**src/rtl/board_read_arbiter.sv**
```systemverilog
// board_read_arbiter: arbitrates the seven board-RAM read clients (display priority, round-robin 0..5,
// bounded burst lock) and returns a read-valid strobe aligned to the RAM read data.
module board_read_arbiter #(
    parameter int DATA_W     = 4,
    parameter int RD_LATENCY = 1,
    parameter int MAX_LOCK   = 16
) (
    input  logic              Clk,
    input  logic              Reset_n,
    input  logic [6:0]        req,
    input  logic [6:0]        lock,
    input  logic [DATA_W-1:0] ram_rdata,
    output logic [2:0]        select,
    output logic [6:0]        grant,
    output logic [6:0]        rvalid,
    output logic [DATA_W-1:0] rdata,
    output logic              busy
);
    typedef enum logic [1:0] {IDLE, GRANT, LOCKED} state_t;

    state_t      state_q;
    logic [6:0]  grant_q;
    logic [2:0]  sel_q;
    logic [2:0]  rr_q;
    logic [7:0]  cnt_q;
    logic [6:0]  vpipe_q [RD_LATENCY];
    logic [6:0]  mreq;
    logic [3:0]  pick;
    logic [2:0]  win;
    logic        any;
    logic        hold;

    // Returns {hit, index} of the first set bit of r searching upward from p, wrapping 5 -> 0.
    function automatic logic [3:0] rr_pick(input logic [5:0] r, input logic [2:0] p);
        logic [3:0] s;
        rr_pick = 4'd0;
        for (int i = 5; i >= 0; i--) begin
            s = {1'b0, p} + 4'(i);
            s = (s >= 4'd6) ? s - 4'd6 : s;
            rr_pick = r[s[2:0]] ? {1'b1, s[2:0]} : rr_pick;
        end
    endfunction

    always_comb begin
        mreq = req & ~grant_q;
        pick = rr_pick(mreq[5:0], rr_q);
        win  = mreq[6] ? 3'd6 : pick[2:0];
        any  = mreq[6] | pick[3];
        // The lock count already includes the GRANT cycle, so the burst ends after MAX_LOCK grants.
        hold = (|(req & lock & grant_q)) &&
               (state_q == GRANT || (state_q == LOCKED && ({1'b0, cnt_q} + 9'd1) < 9'(MAX_LOCK)));
    end

    always_ff @(posedge Clk or negedge Reset_n) begin
        if (!Reset_n) begin
            state_q <= IDLE;
            grant_q <= '0;
            sel_q   <= 3'd7;
            rr_q    <= '0;
            cnt_q   <= '0;
        end else if (hold) begin
            state_q <= LOCKED;
            cnt_q   <= (state_q == GRANT) ? 8'd1 : cnt_q + 8'd1;
        end else if (any) begin
            state_q <= GRANT;
            grant_q <= 7'(1) << win;
            sel_q   <= win;
            cnt_q   <= '0;
            if (!mreq[6])
                rr_q <= (win == 3'd5) ? 3'd0 : win + 3'd1;
        end else begin
            state_q <= IDLE;
            grant_q <= '0;
            sel_q   <= 3'd7;
            cnt_q   <= '0;
        end
    end

    always_ff @(posedge Clk or negedge Reset_n) begin
        if (!Reset_n) begin
            for (int i = 0; i < RD_LATENCY; i++)
                vpipe_q[i] <= '0;
        end else begin
            vpipe_q[0] <= grant_q;
            for (int i = 1; i < RD_LATENCY; i++)
                vpipe_q[i] <= vpipe_q[i-1];
        end
    end

    assign select = sel_q;
    assign grant  = grant_q;
    assign busy   = |grant_q;
    assign rvalid = vpipe_q[RD_LATENCY-1];
    assign rdata  = ram_rdata;
endmodule

```
**config.mk**
```make
export PLATFORM = sky130hd
export DESIGN_NAME = board_read_arbiter
export DESIGN_NICKNAME = d
export VERILOG_FILES = /design/src/rtl/board_read_arbiter.sv
export SDC_FILE = /design/constraint.sdc
export NUM_CORES = 1
export LEC_CHECK = 0
export CORE_UTILIZATION = 39
export CTS_BUF_LIST = sky130_fd_sc_hd__clkbuf_4
export DETAILED_ROUTE_END_ITERATION = 10
export GPL_TIMING_DRIVEN = 0
export PLACE_DENSITY_LB_ADDON = 0.05
export SKIP_LAST_GASP = 1
export SLEW_MARGIN = 30
export SYNTH_ARGS = -nofsm -noshare
export SYNTH_HDL_FRONTEND = slang
export SYNTH_SLANG_ARGS = --single-unit
```
**constraint.sdc**
```tcl
create_clock -name Clk -period 4.65 [get_ports Clk]
set_input_delay 0.465 -clock Clk [delete_from_list [all_inputs] [get_ports Clk]]
set_output_delay 0.465 -clock Clk [all_outputs]
set_load 0.02 [all_outputs]
```
# Yosys cells after proc, flatten, opt, wreduce, memory -nomap -nowiden

Index checks and enable logic that the tools add are counted.

Bits in registers: 30
Bits of input ports: 20
Output and inout bits: 22

Add/subtract/negate cells: 14
Magnitude comparators: 13
Equality and inequality tests: 3
Shifts and indexed selects: 1
Multiplexer cells: 32
Bitwise logic cells: 7
Reductions and logical operators: 6

Operators with widths:

| cell                | number |
|---|---|
| $mux 3              | 9 |
| $lt 3x4->1 const B  | 6 |
| $mux 4              | 6 |
| $and 7x7->7         | 3 |
| $ge 4x3->1 const B  | 5 |
| $bmux 1 s3          | 6 |
| $sub 3x3->3 const B | 6 |
| $mux 8              | 2 |
| $reduce_or 7->1     | 2 |
| $add 8x1->9 const B | 1 |
| $lt 9x5->1 const B  | 1 |
| $add 3x2->4 const B | 2 |
| $add 3x3->4 const B | 2 |
| $add 8x1->8 const B | 1 |
| $mux 1              | 7 |
| $mux 7              | 1 |
| $not 7->7           | 1 |
| $shl 1x3->7 const A | 1 |
| $add 3x1->4 const B | 1 |
| $add 3x1->3 const B | 1 |
| $eq 3x3->1 const B  | 1 |
| $ge 3x3->1 const B  | 1 |
| $reduce_and 3->1    | 1 |
| $eq 2x1->1 const B  | 1 |
| other kinds (6)     | 8 |

# Logic depth before layout (Yosys ltp)

Gate-level depths: netlist (run 1).

Depth in word-level cells: 14
Gate-level depth with buffers: 13

# Worst setup path before layout (run 1)

OpenSTA, ideal clock, no wires.

Kind: flip-flop to flip-flop
Start point: register rr_q[1]
End point: register rr_q[2]
Setup time: 0.095 ns
Arrival time: 3.185 ns
Required time: 4.555 ns
Slack: 1.370 ns
Cell stages (with the launch flop): 13
Path buffers: 1
Clock period less this slack: 3.280 ns
Cells stage by stage: dfrtp_1 inv_1 ha_1 clkbuf_1 nor2_1 o21ai_1 mux2i_1 o221ai_1 o2111a_1 o31ai_2 inv_1 ha_1 o31ai_1

Longest elaborated chain between the ends: 14
Elaborated cells on any way between the ends: 47

Ends and longest elaborated chain:

| item                                      | RTL line | RTL |
|---|---|---|
| from (decl)                               | 24       | `logic [2:0] rr_q;` |
| from (signal assigned)                    | 70       | `rr_q <= (win == 3'd5) ? 3'd0 : win + 3'd1;` |
| $add 3x3->4                               | 38       | `s = {1'b0, p} + 4'(i);` |
| $ge 4x3->1 or $sub 3x3->3 (tied branches) | 39       | `s = (s >= 4'd6) ? s - 4'd6 : s;` |
| $mux 3                                    | 39       |  |
| $bmux 1 s3                                | 40       | `rr_pick = r[s[2:0]] ? {1'b1, s[2:0]} : rr_pick;` |
| $mux 1 (not written as such)              | 40       |  |
| $mux 4 (5 in a row)                       | 40       |  |
| $mux 4 (*)                                | 40       |  |
| $mux 3                                    | 47       | `win = mreq[6] ? 3'd6 : pick[2:0];` |
| $add 3x1->3 or $eq 3x3->1 (tied branches) | 70       |  |
| $mux 3                                    | 70       |  |

Every way passes the cells marked *; elsewhere a longest branch is shown, timed or not. The select of a mux whose other input is x is not followed.
A chain may end at the register's enable or synchronous reset.

# Worst setup path in the final report (run 1)

Same ends and word-level chain as after synthesis.

==> results of run 1 <==
## flip-flops by register name, summed over array words and instances, names as in the netlist
signal	cells
state_q	2
rr_q	3
rvalid	7
select	3
cnt_q	8
grant	7
## cell families after synthesis
group	after synthesis	synth area share
xor gates and xnor gates	11	0.0439
muxes	7	0.0405
and+or+nand+nor	91	0.236
buffers and inverters	19	0.0422
adders and majority gates	11	0.0627
AOI/OAI and AO/OA	64	0.229
DFF	30	0.344
other	1	0.00171
## final timing paths
check | to | cells past startpoint
max in group asynchronous | cnt_q[7] | 1
min reg2reg | select[1] | 2
min | rvalid[3] | 1
max reg2reg | rr_q[2] | 13
max | rr_q[2] | 13
min in group Clk | select[1] | 2
## per-layer routing
layer / global-route usage / share of wire / wire [um] / up-vias
met3: 0.0488 / 0.062 / 369 / 2
met2: 0.330 / 0.44 / 2630 / 68
met1: 0.313 / 0.50 / 2990 / 958
met4: 0.0396 / 0.0017 / 10 / 0
li1: - / - / - / 973
met5: 0 / 0 / 0 / -
## layout by cell type (no fill, tap or decap), types with 3 or more instances in the layout
cell             count
clkdlybuf4s50_1     36
dfrtp_1             27
nor2_1              17
nand2_1             13
ha_1                11
nand3_1              9
nor2b_1              8
inv_1                7
nor3b_1              7
o21ai_0              7
xnor2_1              7
a211o_1              7
nor3_1               7
a21oi_1              6
buf_4                5
a31oi_1              5
nor4_1               5
clkbuf_4             5
mux2i_1              4
xor2_1               4
nand2b_1             4
a21o_1               4
and3_1               4
conb_1               4
buf_2                3
and3b_1              3
clkbuf_1             3
and2_1               3
a311oi_1             3
a32o_1               3
clkinv_1             3
dfstp_2              3
## metrics by stage
| step | utilization | hold WS [ns] | std cells |
|---|---|---|---|
| floorplan | - | 0.169 | 237 |
| global placement | 0.506 | 0.453 | 344 |
| detailed placement | 0.505 | 0.464 | 344 |
| CTS | 0.514 | 0.166 | 352 |
| global route | 0.514 | 0.187 | 352 |
| finish | 0.514 | 0.161 | 352 |
## power breakdown
| part | internal [W] | switching (W) |
|---|---|---|
| registers | 0.000345 | 0.0000787 |
| clock network | 0.0000537 | 0.0000845 |
| logic | 0.000705 | 0.000988 |
| total | 0.00110 | 0.00115 |
## cell type report
type / instances / area share
Buffer: 11 / 0.0231
Clock buffer: 5 / 0.0139
Clock inverter: 3 / 0.00416
Inverter: 8 / 0.0111
Multi-Input combinational cell: 188 / 0.502
Sequential cell: 30 / 0.279
Tap cell: 70 / 0.0323
Timing Repair Buffer: 37 / 0.135
## worst max-delay path, delay by kind of cell, from the launching register on
family,cells,cell delay [ns]
AOI/OAI and AO/OA,4,1.18
buffers and inverters,3,1.01
and+or+nand+nor,4,0.67
DFF,1,0.60
adders and majority gates,2,0.58
==> results.md, run 1 <==
- Status: finished clean
- CP max FO: 10
- Final Cycle Share: 0.890
- YS warnings: 0
- Via Count: 2001
- Post_cts resized: 0
- Crit path capture type: register
- EDFF count, synth: 0
- Die W: 77.0 um
- CTS tree: yes
- Syn Inst Count: 234
- Tot GR Track Use: 0.216
- Initial drt markers: 207
- Netlist cell types: 67
- Via-to-Cell Ratio: 5.68
- Slowest cell on crit path: dfrtp_1
- Startpoint types: register
- Cell Area, Placed: 0.00266 mm2
- #FFs+latches synth: 30
- H-tree depth: 2
- DRC: 0
- Post-CTS Hold Fix Bufs: 0
- P_leak: 1.18 nW
- Num CTS Buffers: 5
- Max-slew violations: 0
- Die area: 0.00593 mm2
- Row cnt: 26
- Clk buf depth: 2
- N_diodes: 0
- HP Class: in2async
- Post-layout nets: 312
- Setup bufs post-CTS: 0
- Vias in the first global route: 2015
- Post-synth top cells: dfrtp_1, nor2_1, nand2_1
- Register area: 754 um2
- Fill cells: 532
- Post-synth top area share: 0.308
- CP startpoint: rr_q[1]
- R2r setup slk: 0.51 ns
- Kind of critical path: reg2reg
- I/O pins: 42
- Slew headroom: 0.543
- Cell taking the most area after synthesis: dfrtp_1
- Synth area leaders: dfrtp_1, ha_1, dfstp_2, nor2_1, a211o_1
- Worst-path clk slew: 0.09 ns
- Worst slack at placement: 0.648 ns
- First-pass GRT wire length: 9.98 mm
- PnR Total Power: 0.00225 W
- Seq/Total Area, Yosys: 0.344
- Crit path DAT: 4.37 ns
- Routed Antenna Nets: 0
- Initial antenna violation count: 0
- Post-route cell area: 0.00271 mm2
- Ys flop type: dfrtp_1
- # Max-Cap Violations: 0
- Clock root cell: clkbuf_4
- HPWL Detailed: 4.59 mm
- RR Startpoint: rr_q[1]
- Final setup fails: 0
- Multi-input logic area: 0.00136 mm2
- Mean routed wirelength per cell: 17.0 um
- Core area: 0.00527 mm2
- Power per cell area: 832 mW/mm2
- # clock sinks: 30
- Pin count of the biggest net entering global routing: 31
- Initial core utilization: 0.417
- Insertion delay to the later sink of the worst-skew pair: 0.32 ns
- Setup tns final: 0 ns
- Min Tclk post-route: 4.14 ns
- Port Buf Inserts: 37
- Worst Tran Pin Value: 0.686 ns
- RSZ-0062 raised after global routing: false
- CP cell instances: inv_1, ha_1, clkbuf_1, clkbuf_1, nand2_1, o32ai_1, nor3_1, a311oi_1, a2bb2oi_1, or2_2, nor2_1, ha_1, o31ai_1
- Avg Synthesized Cell Area: 9.38 um2
- Final Skew: 0.00637 ns
- Share of layout cells above drive strength 1: 0.106
- Total wire length: 6.00 mm
- Max incr delay on CP: 0.60 ns
- Placer Congestion: 0.903
- Post-route worst setup slack: 0.512 ns
- Max frequency: 242 MHz
- Die Y: 77.0 um
- Syn Std Cell Area: 0.00220 mm2
- Layout area overhead: 23.4%
- Gr ovfl total: 0
- Count leader, synth: dfrtp_1
- Worst vdd ir: 0.000362 V
- Final hold violation count: 0
- Pre-antenna DRT Iters: 4
- Worst EP required: 4.88 ns
- Post-synth ARST share: 1.00
Note: power is estimated with default switching activity, not from simulation.
==> run 2, diff against run 1 <==
--- a/config.mk
+++ b/config.mk
@@ -5,6 +5,7 @@
 export SDC_FILE = /design/constraint.sdc
 export NUM_CORES = 1
 export LEC_CHECK = 0
+export CORE_ASPECT_RATIO = 1.5
 export CORE_UTILIZATION = 39
 export CTS_BUF_LIST = sky130_fd_sc_hd__clkbuf_4
 export DETAILED_ROUTE_END_ITERATION = 10
==> results.md, run 2 (synthesis gave the netlist of run 1 again) <==
- Clk buf depth: 2 (unchanged)
- Max-slew violations: 0 (unchanged)
- Leading cell type in the layout, fill and taps excluded: clkdlybuf4s50_1 (unchanged)
- Worst-path clk slew: 0.09 ns (about the same)
- Via-to-Cell Ratio: 5.68 (about the same)
- Placer Congestion: 0.931 (was 0.903)
- CTS tree: yes (unchanged)
- Worst vdd ir: 0.000465 V (was 0.000362 V)
- Post-route cell area: 0.00271 mm2 (about the same)
- Pin count of the biggest net entering global routing: 31 (unchanged)
- Post-layout nets: 312 (unchanged)
- # Max-Cap Violations: 0 (unchanged)
- Via Count: 1999 (was 2001)
- Crit path DAT: 4.29 ns (was 4.37 ns)
- Crit path capture type: register (unchanged)
- Insertion delay to the later sink of the worst-skew pair: 0.32 ns (about the same)
- PnR Total Power: 0.00228 W (was 0.00225 W)
- Final hold violation count: 0 (unchanged)
- Vias in the first global route: 2006 (was 2015)
- Kind of critical path: reg2reg (unchanged)
- Pre-antenna DRT Iters: 4 (unchanged)
- Worst EP required: 4.86 ns (was 4.88 ns)
- H-tree depth: 2 (unchanged)
- Min Tclk post-route: 4.09 ns (was 4.14 ns)
- Core area: 0.00545 mm2 (was 0.00527 mm2)
- Clock root cell: clkbuf_4 (unchanged)
- Final Skew: 0.00877 ns (was 0.00637 ns)
- Crit path buffers/inverters: 3 (unchanged)
- Max reg flops: 8 (unchanged)
- N_diodes: 0 (unchanged)
- Gr ovfl total: 0 (unchanged)
- HP Class: in2async (unchanged)
- Row cnt: 33 (was 26)
- First-pass GRT wire length: 10.2 mm (was 9.98 mm)
- Port Buf Inserts: 37 (unchanged)
- Final setup fails: 0 (unchanged)
- Initial core utilization: 0.403 (was 0.417)
- RSZ-0062 raised after global routing: false (unchanged)
- Routed Antenna Nets: 0 (unchanged)
- CP cell instances: inv_1, ha_1, clkbuf_1, nor2_1, o21ai_1, mux2i_1, o221ai_1, o2111a_1, o31ai_2, inv_1, ha_1, o31ai_1 (was inv_1, ha_1, clkbuf_1, clkbuf_1, nand2_1, o32ai_1, nor3_1, a311oi_1, a2bb2oi_1, or2_2, nor2_1, ha_1, o31ai_1)
- CP max FO: 9 (was 10)
- DRC: 0 (unchanged)
- Max incr delay on CP: 0.59 ns (was 0.60 ns)
- P_leak: 1.18 nW (about the same)
- Worst Tran Pin Value: 0.681 ns (was 0.686 ns)
- Initial drt markers: 82 (was 207)
- HPWL Detailed: 5.06 mm (was 4.59 mm)
- Tot GR Track Use: 0.227 (was 0.216)
- Mean routed wirelength per cell: 18.1 um (was 17.0 um)
- Share of layout cells above drive strength 1: 0.113 (was 0.106)
- Die W: 63.3 um (was 77.0 um)
- Setup tns final: 0 ns (unchanged)
- Startpoint types: register (unchanged)
- Total wire length: 6.38 mm (was 6.00 mm)
- Max frequency: 245 MHz (was 242 MHz)
- # clock sinks: 30 (unchanged)
- Die area: 0.00594 mm2 (was 0.00593 mm2)
- Layout area overhead: 23.6% (was 23.4%)
- Post-CTS Hold Fix Bufs: 0 (unchanged)
- Slew headroom: 0.546 (was 0.543)
- Status: finished clean (unchanged)
- Final Cycle Share: 0.879 (was 0.890)
- Setup bufs post-CTS: 0 (unchanged)
- Initial antenna violation count: 0 (unchanged)
- Power per cell area: 840 mW/mm2 (was 832 mW/mm2)
- CP delay by family, top: compound AO/OA/AOI/OAI gates (unchanged)
- Fill cells: 535 (was 532)
- Largest Register: cnt_q (unchanged)
- Commonest non-fill, non-tap cells in the layout: clkdlybuf4s50_1, dfrtp_1, nor2_1 (unchanged)
- Cell Area, Placed: 0.00266 mm2 (unchanged)
- Post_cts resized: 0 (unchanged)
- Die Y: 93.9 um (was 77.0 um)
- I/O pins: 42 (unchanged)
- Num CTS Buffers: 5 (unchanged)
- Slowest cell on crit path: dfrtp_1 (unchanged)
-- run 2: cell type report --
class / count / area (um2) / share of cell area
sequential: 30 / 754 / 0.278
tap: 70 / 87.6 / 0.0323
inverter: 8 / 30.0 / 0.0111
timing repair buffer: 37 / 365 / 0.135
clock buffer: 6 / 45.0 / 0.0166
multi-input combinational: 188 / 1360 / 0.501
buffer: 11 / 62.6 / 0.0231
clock inverter: 2 / 8.76 / 0.00323
-- run 2: worst paths after layout --
path                            startpoint   endpoint  slack (ns)  depth (start not counted)
min in group Clk                 select[1]  select[1]        0.46                          2
worst max-delay path               rr_q[1]    rr_q[2]        0.56                         12
worst min register to register   select[1]  select[1]        0.46                          2
worst min-delay path               Reset_n  rvalid[3]        0.15                          1
max in group asynchronous          Reset_n   cnt_q[5]        4.08                          1
worst max register to register     rr_q[1]    rr_q[2]        0.56                         12
-- run 2: routing by layer --
metal | global-route usage | part of all wire | vias to the layer above
li1 | - | - | 977
met4 | 0.127 | 0.042 | 0
met5 | 0 | 0 | -
met2 | 0.432 | 0.54 | 51
met3 | 0.0231 | 0.034 | 16
met1 | 0.240 | 0.38 | 955
-- run 2: where the power goes --
group	leakage (nW)	internal (W)	switching, W
logic	0.770	0.000707	0.00100
clock network	0.0331	0.0000625	0.0000839
registers	0.381	0.000345	0.0000778
total	1.18	0.00111	0.00116
-- run 2: per-stage QoR --
stage	std cells	hold slack, ns	util	setup slack (ns)
after global placement	344	0.450	0.489	0.555
after global routing	352	0.191	0.498	0.216
after floorplan	237	0.169	-	1.37
final	352	0.150	0.498	0.564
after CTS	352	0.174	0.498	0.548
after detailed placement	344	0.449	0.488	0.536
==> run 3, diff against run 2 <==
--- a/config.mk
+++ b/config.mk
@@ -7,8 +7,8 @@
 export LEC_CHECK = 0
 export CORE_ASPECT_RATIO = 1.5
 export CORE_UTILIZATION = 39
-export CTS_BUF_LIST = sky130_fd_sc_hd__clkbuf_4
 export DETAILED_ROUTE_END_ITERATION = 10
+export GPL_ROUTABILITY_DRIVEN = 0
 export GPL_TIMING_DRIVEN = 0
 export PLACE_DENSITY_LB_ADDON = 0.05
 export SKIP_LAST_GASP = 1
==> results.md, run 3 (synthesis gave the netlist of run 1 again) <==
- CP delay by family, top: compound AO/OA/AOI/OAI gates (unchanged)
- Setup bufs post-CTS: 0 (unchanged)
- Clk buf depth: 2 (unchanged)
- Crit path capture type: register (unchanged)
- Cell Area, Placed: 0.00266 mm2 (unchanged)
- Crit path DAT: 4.24 ns (was 4.29 ns)
- Share of layout cells above drive strength 1: 0.113 (unchanged)
- Row cnt: 33 (unchanged)
- First-pass GRT wire length: 9.93 mm (was 10.2 mm)
- Fill cells: 581 (was 535)
- Kind of critical path: reg2reg (unchanged)
- Worst EP required: 4.84 ns (was 4.86 ns)
- P_leak: 1.20 nW (was 1.18 nW)
- # clock sinks: 30 (unchanged)
- Max reg flops: 8 (unchanged)
- Vias in the first global route: 1994 (was 2006)
- Die Y: 93.9 um (unchanged)
- Layout area overhead: 25.3% (was 23.6%)
- Post-route cell area: 0.00275 mm2 (was 0.00271 mm2)
- Die W: 63.3 um (unchanged)
- Power per cell area: 842 mW/mm2 (was 840 mW/mm2)
- Commonest non-fill, non-tap cells in the layout: clkdlybuf4s50_1, dfrtp_1, nor2_1 (unchanged)
- Gr ovfl total: 0 (unchanged)
- Max frequency: 247 MHz (was 245 MHz)
- Crit path buffers/inverters: 3 (unchanged)
- Startpoint types: register (unchanged)
- Final setup fails: 0 (unchanged)
- Slowest cell on crit path: dfrtp_1 (unchanged)
- Worst Tran Pin Value: 0.656 ns (was 0.681 ns)
- Final Cycle Share: 0.871 (was 0.879)
- Total wire length: 6.12 mm (was 6.38 mm)
- Die area: 0.00594 mm2 (unchanged)
- Max incr delay on CP: 0.61 ns (was 0.59 ns)
- Final hold violation count: 0 (unchanged)
- Initial core utilization: 0.403 (unchanged)
- Max-slew violations: 0 (unchanged)
- N_diodes: 0 (unchanged)
- Final non-filler cell total: 352 (unchanged)
- Clock root cell: clkbuf_8 (was clkbuf_4)
- Largest Register: cnt_q (unchanged)
- DRC: 0 (unchanged)
- CP cell instances: inv_1, ha_1, clkbuf_1, nor2_1, o21ai_1, mux2i_1, o221ai_1, o2111a_1, o31ai_2, inv_1, ha_1, o31ai_1 (unchanged)
- Initial drt markers: 151 (was 82)
- Worst-path clk slew: 0.06 ns (was 0.09 ns)
- Pin count of the biggest net entering global routing: 31 (unchanged)
- Post-layout nets: 312 (unchanged)
- CTS tree: yes (unchanged)
- Via Count: 1976 (was 1999)
- HPWL Detailed: 4.84 mm (was 5.06 mm)
- RSZ-0062 raised after global routing: false (unchanged)
- Worst vdd ir: 0.000462 V (was 0.000465 V)
- # Max-Cap Violations: 0 (unchanged)
- Routed Antenna Nets: 0 (unchanged)
- I/O pins: 42 (unchanged)
- Pre-antenna DRT Iters: 6 (was 4)
- HP Class: in2async (unchanged)
- Final Skew: 0.00425 ns (was 0.00877 ns)
- Status: finished clean (unchanged)
- Post-route worst setup slack: 0.599 ns (was 0.564 ns)
- Worst slack at placement: 0.623 ns (was 0.536 ns)
- H-tree depth: 2 (unchanged)
- Post-CTS Hold Fix Bufs: 0 (unchanged)
- PnR Total Power: 0.00232 W (was 0.00228 W)
- Placed Cells: 344 (unchanged)
- Via-to-Cell Ratio: 5.61 (was 5.68)
- Post_cts resized: 0 (unchanged)
- Core area: 0.00545 mm2 (unchanged)
- Min Tclk post-route: 4.05 ns (was 4.09 ns)
- Num CTS Buffers: 5 (unchanged)
- Tot GR Track Use: 0.221 (was 0.227)
- CP max FO: 9 (unchanged)
- Mean routed wirelength per cell: 17.4 um (was 18.1 um)
- Setup tns final: 0 ns (unchanged)
- Port Buf Inserts: 37 (unchanged)
- Initial antenna violation count: 0 (unchanged)
- Leading cell type in the layout, fill and taps excluded: clkdlybuf4s50_1 (unchanged)
- Insertion delay to the later sink of the worst-skew pair: 0.28 ns (was 0.32 ns)
- Slew headroom: 0.559 (was 0.546)
==> run 3: changes by cell type in the layout (fill, tap and decap cells not counted), sizes merged <==
cell,previous run,this run
clkinv,2,1
clkbuf,9,10
==> run 3: final timing paths <==
path / from / endpoint / slack [ns] / cells past startpoint
min in group Clk: select[1] / select[1] / 0.46 / 2
worst max register to register: rr_q[1] / rr_q[2] / 0.60 / 12
worst min register to register: select[1] / select[1] / 0.46 / 2
worst min-delay path: Reset_n / rvalid[3] / 0.21 / 1
max in group asynchronous: Reset_n / rr_q[2] / 4.02 / 1
worst max-delay path: rr_q[1] / rr_q[2] / 0.60 / 12
==> run 3: metal layers <==
layer / wire, um / track usage
met5: 0 / 0
met2: 3230 / 0.401
met4: 257 / 0.125
met1: 2440 / 0.250
met3: 193 / 0.0182
==> run 3: per-stage QoR <==
step | utilization | hold slack (ns)
global placement | 0.489 | 0.449
global route | 0.505 | 0.254
finish | 0.505 | 0.210
floorplan | - | 0.169
CTS | 0.505 | 0.232
detailed placement | 0.488 | 0.451
==> run 3: cell type report <==
cell class	count	area, um2	area share
multi-input cells	188	1360	0.494
plain buffers	11	62.6	0.0227
clock buffers	7	86.3	0.0314
repair buffers	37	365	0.133
inverters	8	30.0	0.0109
well taps	70	87.6	0.0318
flip-flops and latches	30	754	0.274
clock inverters	1	5.00	0.00182
==> run 3: worst reg2reg max path: stages (launching register included) <==
cell	delay [ns]
dfrtp_1	0.61
inv_1	0.24
ha_1	0.33
clkbuf_1	0.34
nor2_1	0.10
o21ai_1	0.41
mux2i_1	0.30
o221ai_1	0.21
o2111a_1	0.31
o31ai_2	0.38
inv_1	0.16
ha_1	0.32
o31ai_1	0.25
==> run 3: where the power goes <==
group	switching, W	total (W)	internal (W)
Sequential	0.0000802	0.000426	0.000345
Combinational	0.000971	0.00168	0.000705
Clock	0.0000960	0.000215	0.000119
